File: src/rtl/display_pkg.sv
// Shared display constants: board geometry, tile colour codes, update record, FSM codes.
// Latency: n/a (declarations only).
// Backpressure: n/a.
package display_pkg;

    localparam int NUM_TILES  = 24;
    localparam int ADDR_W     = 5;
    localparam int TILE_W     = 4;
    localparam int FIFO_DEPTH = 8;
    localparam int CNT_W      = $clog2(FIFO_DEPTH) + 1;

    localparam logic [TILE_W-1:0] TILE_RED     = 4'd0;
    localparam logic [TILE_W-1:0] TILE_GREEN   = 4'd1;
    localparam logic [TILE_W-1:0] TILE_BLUE    = 4'd2;
    localparam logic [TILE_W-1:0] TILE_YELLOW  = 4'd3;
    localparam logic [TILE_W-1:0] TILE_CYAN    = 4'd4;
    localparam logic [TILE_W-1:0] TILE_MAGENTA = 4'd5;
    localparam logic [TILE_W-1:0] TILE_WHITE   = 4'd6;
    localparam logic [TILE_W-1:0] TILE_ORANGE  = 4'd7;
    localparam logic [TILE_W-1:0] TILE_BLACK   = 4'd8;
    localparam logic [TILE_W-1:0] TILE_PURPLE  = 4'd9;
    localparam logic [TILE_W-1:0] TILE_BROWN   = 4'd10;
    localparam logic [TILE_W-1:0] TILE_GRAY    = 4'd11;

    // Every square comes out of reset painted black.
    localparam logic [TILE_W-1:0] INIT_TILE = TILE_BLACK;

    // Commit FSM encoding (kept as plain constants for legacy tools).
    localparam logic [1:0] ST_IDLE  = 2'd0;
    localparam logic [1:0] ST_DRAIN = 2'd1;
    localparam logic [1:0] ST_DONE  = 2'd2;

    // One queued map update.
    typedef struct packed {
        logic [ADDR_W-1:0] addr;
        logic [TILE_W-1:0] tile;
    } upd_t;

    // True when a square index names a real board square.
    function automatic logic addr_in_range(input logic [ADDR_W-1:0] a);
        return a < ADDR_W'(NUM_TILES);
    endfunction

endpackage

File: src/rtl/tile_map_scheduler_fifo.sv
// Synchronous show-ahead FIFO with occupancy count.
// Latency: 1 cycle push-to-head; head data valid whenever not empty.
// Backpressure: pushes ignored when full, pops ignored when empty; no same-cycle bypass.
module sync_fifo #(
    parameter int WIDTH = 9,
    parameter int DEPTH = 8,
    parameter int CNT_W = $clog2(DEPTH) + 1
) (
    input  logic             clk,
    input  logic             rst,
    input  logic             push_i,
    input  logic [WIDTH-1:0] push_dat_i,
    input  logic             pop_i,
    output logic [WIDTH-1:0] pop_dat_o,
    output logic             full_o,
    output logic             empty_o,
    output logic [CNT_W-1:0] count_o
);

    localparam int PTR_W = $clog2(DEPTH);

    logic [WIDTH-1:0] mem_q [DEPTH];
    logic [PTR_W-1:0] wr_ptr_q, wr_ptr_d;
    logic [PTR_W-1:0] rd_ptr_q, rd_ptr_d;
    logic [CNT_W-1:0] cnt_q, cnt_d;
    logic             do_push;
    logic             do_pop;

    assign full_o    = (cnt_q == CNT_W'(DEPTH));
    assign empty_o   = (cnt_q == '0);
    assign count_o   = cnt_q;
    assign pop_dat_o = mem_q[rd_ptr_q];
    assign do_push   = push_i && !full_o;
    assign do_pop    = pop_i && !empty_o;

    // Next pointer and count; a simultaneous push and pop leaves the count unchanged.
    always_comb begin
        wr_ptr_d = wr_ptr_q;
        rd_ptr_d = rd_ptr_q;
        cnt_d    = cnt_q;
        if (do_push) wr_ptr_d = wr_ptr_q + PTR_W'(1);
        if (do_pop)  rd_ptr_d = rd_ptr_q + PTR_W'(1);
        case ({do_push, do_pop})
            2'b10:   cnt_d = cnt_q + CNT_W'(1);
            2'b01:   cnt_d = cnt_q - CNT_W'(1);
            default: cnt_d = cnt_q;
        endcase
    end

    // Pointer/count state; reset empties the queue.
    always_ff @(posedge clk) begin
        if (rst) begin
            wr_ptr_q <= '0;
            rd_ptr_q <= '0;
            cnt_q    <= '0;
        end else begin
            wr_ptr_q <= wr_ptr_d;
            rd_ptr_q <= rd_ptr_d;
            cnt_q    <= cnt_d;
        end
    end

    // Storage needs no reset: entries are only visible once counted.
    always_ff @(posedge clk) begin
        if (do_push) mem_q[wr_ptr_q] <= push_dat_i;
    end

endmodule

File: src/rtl/tile_map_scheduler.sv
// Board tile map with a queued update port committed only during vertical blanking.
// Latency: read port 1 cycle; updates land one per cycle from the blanking edge onwards.
// Backpressure: req_ready drops while the 8-entry queue is full; no pop bypass.
module tile_map_scheduler
    import display_pkg::*;
(
    input  logic              clk,
    input  logic              rst,
    input  logic              in_vblank,
    input  logic              req_valid,
    output logic              req_ready,
    input  logic [ADDR_W-1:0] req_addr,
    input  logic [TILE_W-1:0] req_tile,
    input  logic [ADDR_W-1:0] rd_addr,
    output logic [TILE_W-1:0] rd_tile,
    output logic [3:0]        pending,
    output logic              commit_done,
    output logic              bad_addr
);

    logic [1:0]        state_q, state_d;
    logic              vblank_q;
    logic [TILE_W-1:0] map_q [NUM_TILES];
    logic [TILE_W-1:0] rd_tile_q, rd_tile_d;
    logic              commit_done_q, commit_done_d;
    logic              bad_addr_q, bad_addr_d;
    logic              pop;
    logic              map_we;
    upd_t              push_dat;
    upd_t              head;
    logic              fifo_full;
    logic              fifo_empty;
    logic [CNT_W-1:0]  fifo_cnt;

    assign push_dat = '{addr: req_addr, tile: req_tile};

    sync_fifo #(
        .WIDTH (ADDR_W + TILE_W),
        .DEPTH (FIFO_DEPTH),
        .CNT_W (CNT_W)
    ) u_fifo (
        .clk        (clk),
        .rst        (rst),
        .push_i     (req_valid),
        .push_dat_i (push_dat),
        .pop_i      (pop),
        .pop_dat_o  (head),
        .full_o     (fifo_full),
        .empty_o    (fifo_empty),
        .count_o    (fifo_cnt)
    );

    assign req_ready   = !fifo_full;
    assign pending     = 4'(fifo_cnt);
    assign rd_tile     = rd_tile_q;
    assign commit_done = commit_done_q;
    assign bad_addr    = bad_addr_q;

    // Commit FSM: wait for a blanking rising edge, drain in order, stop early if blanking ends.
    always_comb begin
        state_d       = state_q;
        pop           = 1'b0;
        map_we        = 1'b0;
        commit_done_d = 1'b0;
        bad_addr_d    = 1'b0;
        case (state_q)
            ST_IDLE: begin
                if (in_vblank && !vblank_q) state_d = ST_DRAIN;
            end
            ST_DRAIN: begin
                if (fifo_empty) begin
                    commit_done_d = 1'b1;
                    state_d       = ST_DONE;
                end else if (!in_vblank) begin
                    state_d = ST_IDLE;
                end else begin
                    pop = 1'b1;
                    if (addr_in_range(head.addr)) map_we     = 1'b1;
                    else                          bad_addr_d = 1'b1;
                end
            end
            ST_DONE: begin
                if (!in_vblank) state_d = ST_IDLE;
            end
            default: state_d = ST_IDLE;
        endcase
    end

    // Renderer read: sampled from the pre-commit map, zero for off-board squares.
    always_comb begin
        rd_tile_d = '0;
        if (addr_in_range(rd_addr)) rd_tile_d = map_q[rd_addr];
    end

    // Control registers: FSM state, blanking history, status pulses, read data.
    always_ff @(posedge clk) begin
        if (rst) begin
            state_q       <= ST_IDLE;
            vblank_q      <= 1'b0;
            commit_done_q <= 1'b0;
            bad_addr_q    <= 1'b0;
            rd_tile_q     <= '0;
        end else begin
            state_q       <= state_d;
            vblank_q      <= in_vblank;
            commit_done_q <= commit_done_d;
            bad_addr_q    <= bad_addr_d;
            rd_tile_q     <= rd_tile_d;
        end
    end

    // Tile map: reset paints the board, otherwise one committed update per cycle.
    always_ff @(posedge clk) begin
        if (rst) begin
            for (int i = 0; i < NUM_TILES; i++) map_q[i] <= INIT_TILE;
        end else if (map_we) begin
            map_q[head.addr] <= head.tile;
        end
    end

endmodule
File: config.mk
export PLATFORM = sky130hd
export DESIGN_NAME = tile_map_scheduler
export DESIGN_NICKNAME = d
export VERILOG_FILES = /design/src/rtl/display_pkg.sv /design/src/rtl/tile_map_scheduler_fifo.sv /design/src/rtl/tile_map_scheduler.sv
export SDC_FILE = /design/constraint.sdc
export NUM_CORES = 1
export LEC_CHECK = 0
export ABC_AREA = 1
export BUFFER_PORTS_ARGS = -buffer_cell sky130_fd_sc_hd__buf_2
export CAP_MARGIN = 10
export CORE_MARGIN = 3
export CORE_UTILIZATION = 65
export CTS_CLUSTER_SIZE = 30
export DETAILED_ROUTE_END_ITERATION = 8
export PLACE_DENSITY = 0.93
export SLEW_MARGIN = 5
export SYNTH_ARGS = -nofsm -noshare
export SYNTH_HDL_FRONTEND = slang
export SYNTH_HIERARCHICAL = 1
export SYNTH_SLANG_ARGS = --single-unit
File: constraint.sdc
create_clock -name clk -period 5.95 [get_ports clk]
set_input_delay 0.2975 -clock clk [delete_from_list [all_inputs] [get_ports clk]]
set_output_delay 0.2975 -clock clk [all_outputs]
set_load 0.01 [all_outputs]
==> results summary <==
At the worst endpoint, the required time is a little over 6 ns. The number of instances in the synthesized netlist is between 900 and 1000. The worst setup path is captured at a flop. The number of setup buffers added after CTS is 0. The largest vdd supply drop came out at about 0.33 mV. The worst hold path belongs to the class in2reg. The most used flip-flop cell after synthesis is edfxtp_1. The critical register-to-register path endpoint is map_q[10][0]$_SDFFCE_PN0P_. Counting I/O delays and the setup requirement, the final critical path takes 3.41 ns. The number of vias per cell came out at about 5.9.

The total routing resource utilization after global routing came out at 0.262. The aggregate negative setup slack came out at 0 ns. Synthesis inferred around 220 register bits.

CTS saw about 220 sinks. The growth of design area from synthesis to finish is 9.75%. TritonCTS created 22 clock buffers. In the finished design, the share of the clock period the worst path needs comes to 0.574. The share of the synthesized area in the top cell type came out at 0.608. The commonest cells after synthesis are 246 x nand2_1, 200 x edfxtp_1, 131 x nor2_1, 113 x nand3_1, 46 x o21ai_0.

STA puts the critical path data arrival time at 3.59 ns. The post-route DRC violation count is 0. The worst setup path is of the reg2reg kind. The number of maximum-capacitance constraint violations is 0. Walking the worst path, the cells encountered are nor2_1 -> o21ai_0 -> o21ai_1 -> nand2_1 -> nand2_1 -> nand2_1 -> nand3_4 -> nor3_4 -> nand2_1 -> nand2_1. Port buffering added 28 buffers. The number of levels in the clock H-tree came out at 1. Dividing the detail-routed wire length by the instance count gives approximately 18 um. The highest attainable clock frequency is between 200 and 300 MHz. The width of the die is roughly 130 um. The net count of the finished layout is roughly 1000. Detailed placement finished with a half-perimeter wire length of around 13000 um. The number of pins exceeding their max-slew limit in the final report was 0. The number of cells traversed by the worst hold path came out at 3.

In this run, synthesis inferred 200 flip-flops with an integrated enable. Setup repair after global routing left no endpoint under its margin. For this design, the slowest cell found on the critical path is dfxtp_1.

The largest net degree at the start of global routing is 66. The async set-or-reset flop fraction in the synthesized netlist came out at 0. The power per unit of standard cell area came out at 325 nW/um^2.

The number of failing setup endpoints in the final timing report is 0. The starting density of the core is 0.672. The die is ~130 um tall.

The core region area came out at 14700 um^2. Measured in cells, the most critical reg-to-reg path has a length of 10. In this run the mean area of a mapped cell was about 10 um^2. The worst hold path terminates at state_q[1]$_SDFFE_PP0P_.

The number of DRC markers in iteration 0 is 782. The flow ran to the end, and the final reports show no timing, DRC or antenna violations. The largest incremental delay on the critical path came out at roughly 1.0 ns.

The first-pass GRT wire length is roughly 34000 um. The largest fanout on the critical path is 36. The number of hold buffers added after CTS was 0. The die footprint is approximately 17000 um^2. The number of hold violations in the final report came to 0. The clock slew seen by the registers of the worst setup and hold paths is 0.06 ns. The leakage power figure came out at 0.00425 uW.

The most numerous cell type found on the critical path is nand2_1. The number of iterations in the first detailed-routing pass is 6. At the placement stage, the worst setup path has a slack of between 2 and 3 ns. The worst path setup slack after routing came out at between 2 and 3 ns.

The sequential element share of the synthesized area came out at 0.653. For the worst-skew pair, the clock arrives at the later sink with an insertion delay of 0.50 ns. The number of ports placed on the die boundary came out at 29.

In this run the most critical hold path is launched from in_vblank. The via count of the first global-routing pass is 6795. TritonCTS built the clock tree.

Across all register-to-register paths, the minimum setup slack is around 2.5 ns. The proportion of layout cells with a drive suffix above 1 is 0.118. The buffer depth of the longest clock path came out at 3. The total length of routed wires is roughly 21000 um. The cell area after synthesis is 9880 um^2.

By area the synthesized netlist is led by edfxtp_1 61%, nand2_1 9.3%, nand3_1 5.7%. The slew at the pin with the worst max-slew slack is 1.10 ns. The total grt overflow came out at 0. The most common cell in the synthesized netlist is nand2_1. The number of gates resized after CTS was 0. The post-detailed-route count of antenna-violating nets came out at 0. The worst pin sits at a relative slew slack of 0.264. The cell type with the largest total area after synthesis is edfxtp_1.

The number of diodes added for antenna fixing came out at 0. Routability-driven placement finished with a final weighted congestion of a little over 0.8. The cell row count is 44. STA classifies the critical path startpoint as a flop. The clock root buffer master is clkbuf_16. The routed via count is around 7000. The Yosys warning count came out at 6. The number of distinct library cells after synthesis came out at 34. The final clock skew came out at 0.0132 ns. The number of antenna violations at the first check in global routing was 0.
-- critical path, delay by kind of cell (launching register included) --
kind            cells  cell delay (ns)
simple gates        8             1.86
flops               1             1.03
compound gates      2             0.19
-- through the flow --
stage	util	total power (uW)	cells	hold WS, ns	cell area, um^2
5_1_grt	0.738	3640	1183	0.0678	10800
3_5_place_dp	0.689	2200	1143	0.476	10100
2_1_floorplan	-	2090	977	0.367	9990
3_3_place_gp	0.689	2180	1143	0.470	10100
4_1_cts	0.738	3530	1183	0.0531	10800
6_report	0.738	3530	1183	0.0624	10800
-- registers in the layout (all words and copies together), names as in the netlist, named ones only --
signal and flops:
bad_addr 1, commit_done 1, map_q 128, rd_tile 4, state_q 2, u_fifo/count_o 4
u_fifo/mem_q 72, u_fifo/rd_ptr_q 3, u_fifo/wr_ptr_q 3, vblank_q 1
-- layout by cell type (no fill, tap or decap), drive strengths merged --
| cell | Yosys | layout |
|---|---|---|
| or2 | 1 | 1 |
| ha | 5 | 5 |
| o21ai | 54 | 54 |
| nor2 | 159 | 159 |
| xor2 | 1 | 1 |
| a21oi | 10 | 10 |
| nor3 | 9 | 9 |
| conb | 1 | 32 |
| xnor2 | 2 | 2 |
| clkinv | 4 | 11 |
| inv | 35 | 35 |
| bufinv | 0 | 1 |
| edfxtp | 200 | 200 |
| buf | 26 | 30 |
| nand2 | 258 | 258 |
| a211oi | 1 | 1 |
| dfxtp | 22 | 22 |
| mux2i | 9 | 9 |
| o22ai | 9 | 9 |
| clkbuf | 22 | 32 |
| nand3 | 116 | 116 |
| nor3b | 2 | 2 |
-- metal layers --
layer  vias up  wire [um]  track usage
met2       383      11000        0.463
met5         -          0            0
met3        75       1670       0.0412
li1       3257          -            -
met4         0        743        0.110
met1      3294       7780        0.322
-- worst max-delay path by stage --
stage	start	to	slack (ns)	cells past startpoint
after floorplan	flop	map_q[20][0]$_SDFFCE_PN0P_	3.75	12
after global placement	flop	map_q[10][0]$_SDFFCE_PN0P_	2.81	10
after detailed placement	flop	map_q[10][0]$_SDFFCE_PN0P_	2.65	10
after CTS	flop	map_q[10][0]$_SDFFCE_PN0P_	2.60	10
after global routing	flop	map_q[10][0]$_SDFFCE_PN0P_	2.32	10
final	flop	map_q[10][0]$_SDFFCE_PN0P_	2.54	10
-- power by group --
group / switching (uW) / internal (uW) / total [uW]
Sequential: 29.2 / 1780 / 1810
Combinational: 283 / 89.9 / 373
Clock: 546 / 799 / 1340
Total: 858 / 2670 / 3530
-- logic make-up after synthesis --
logic type | Yosys count | share of synthesized area
AO/OA/AOI/OAI | 74 | 0.0389
other | 1 | 0.000380
flip-flops | 222 | 0.653
AND/OR/NAND/NOR | 545 | 0.250
multiplexers | 9 | 0.00912
adder cells (fa/ha/maj) | 5 | 0.00633
buffers and inverters | 87 | 0.0403
XOR/XNOR | 3 | 0.00266
-- area by class of cell --
| type | count | area [um^2] |
|---|---|---|
| Clock buffer | 32 | 649 |
| Clock inverter | 8 | 61.3 |
| Fill cell | 905 | 3860 |
| Inverter | 39 | 149 |
| Multi-Input combinational cell | 668 | 3150 |
| Sequential cell | 222 | 6450 |
| Tap cell | 184 | 230 |
| Timing Repair Buffer | 30 | 155 |
No activity file was read; power rests on OpenSTA's default activity.
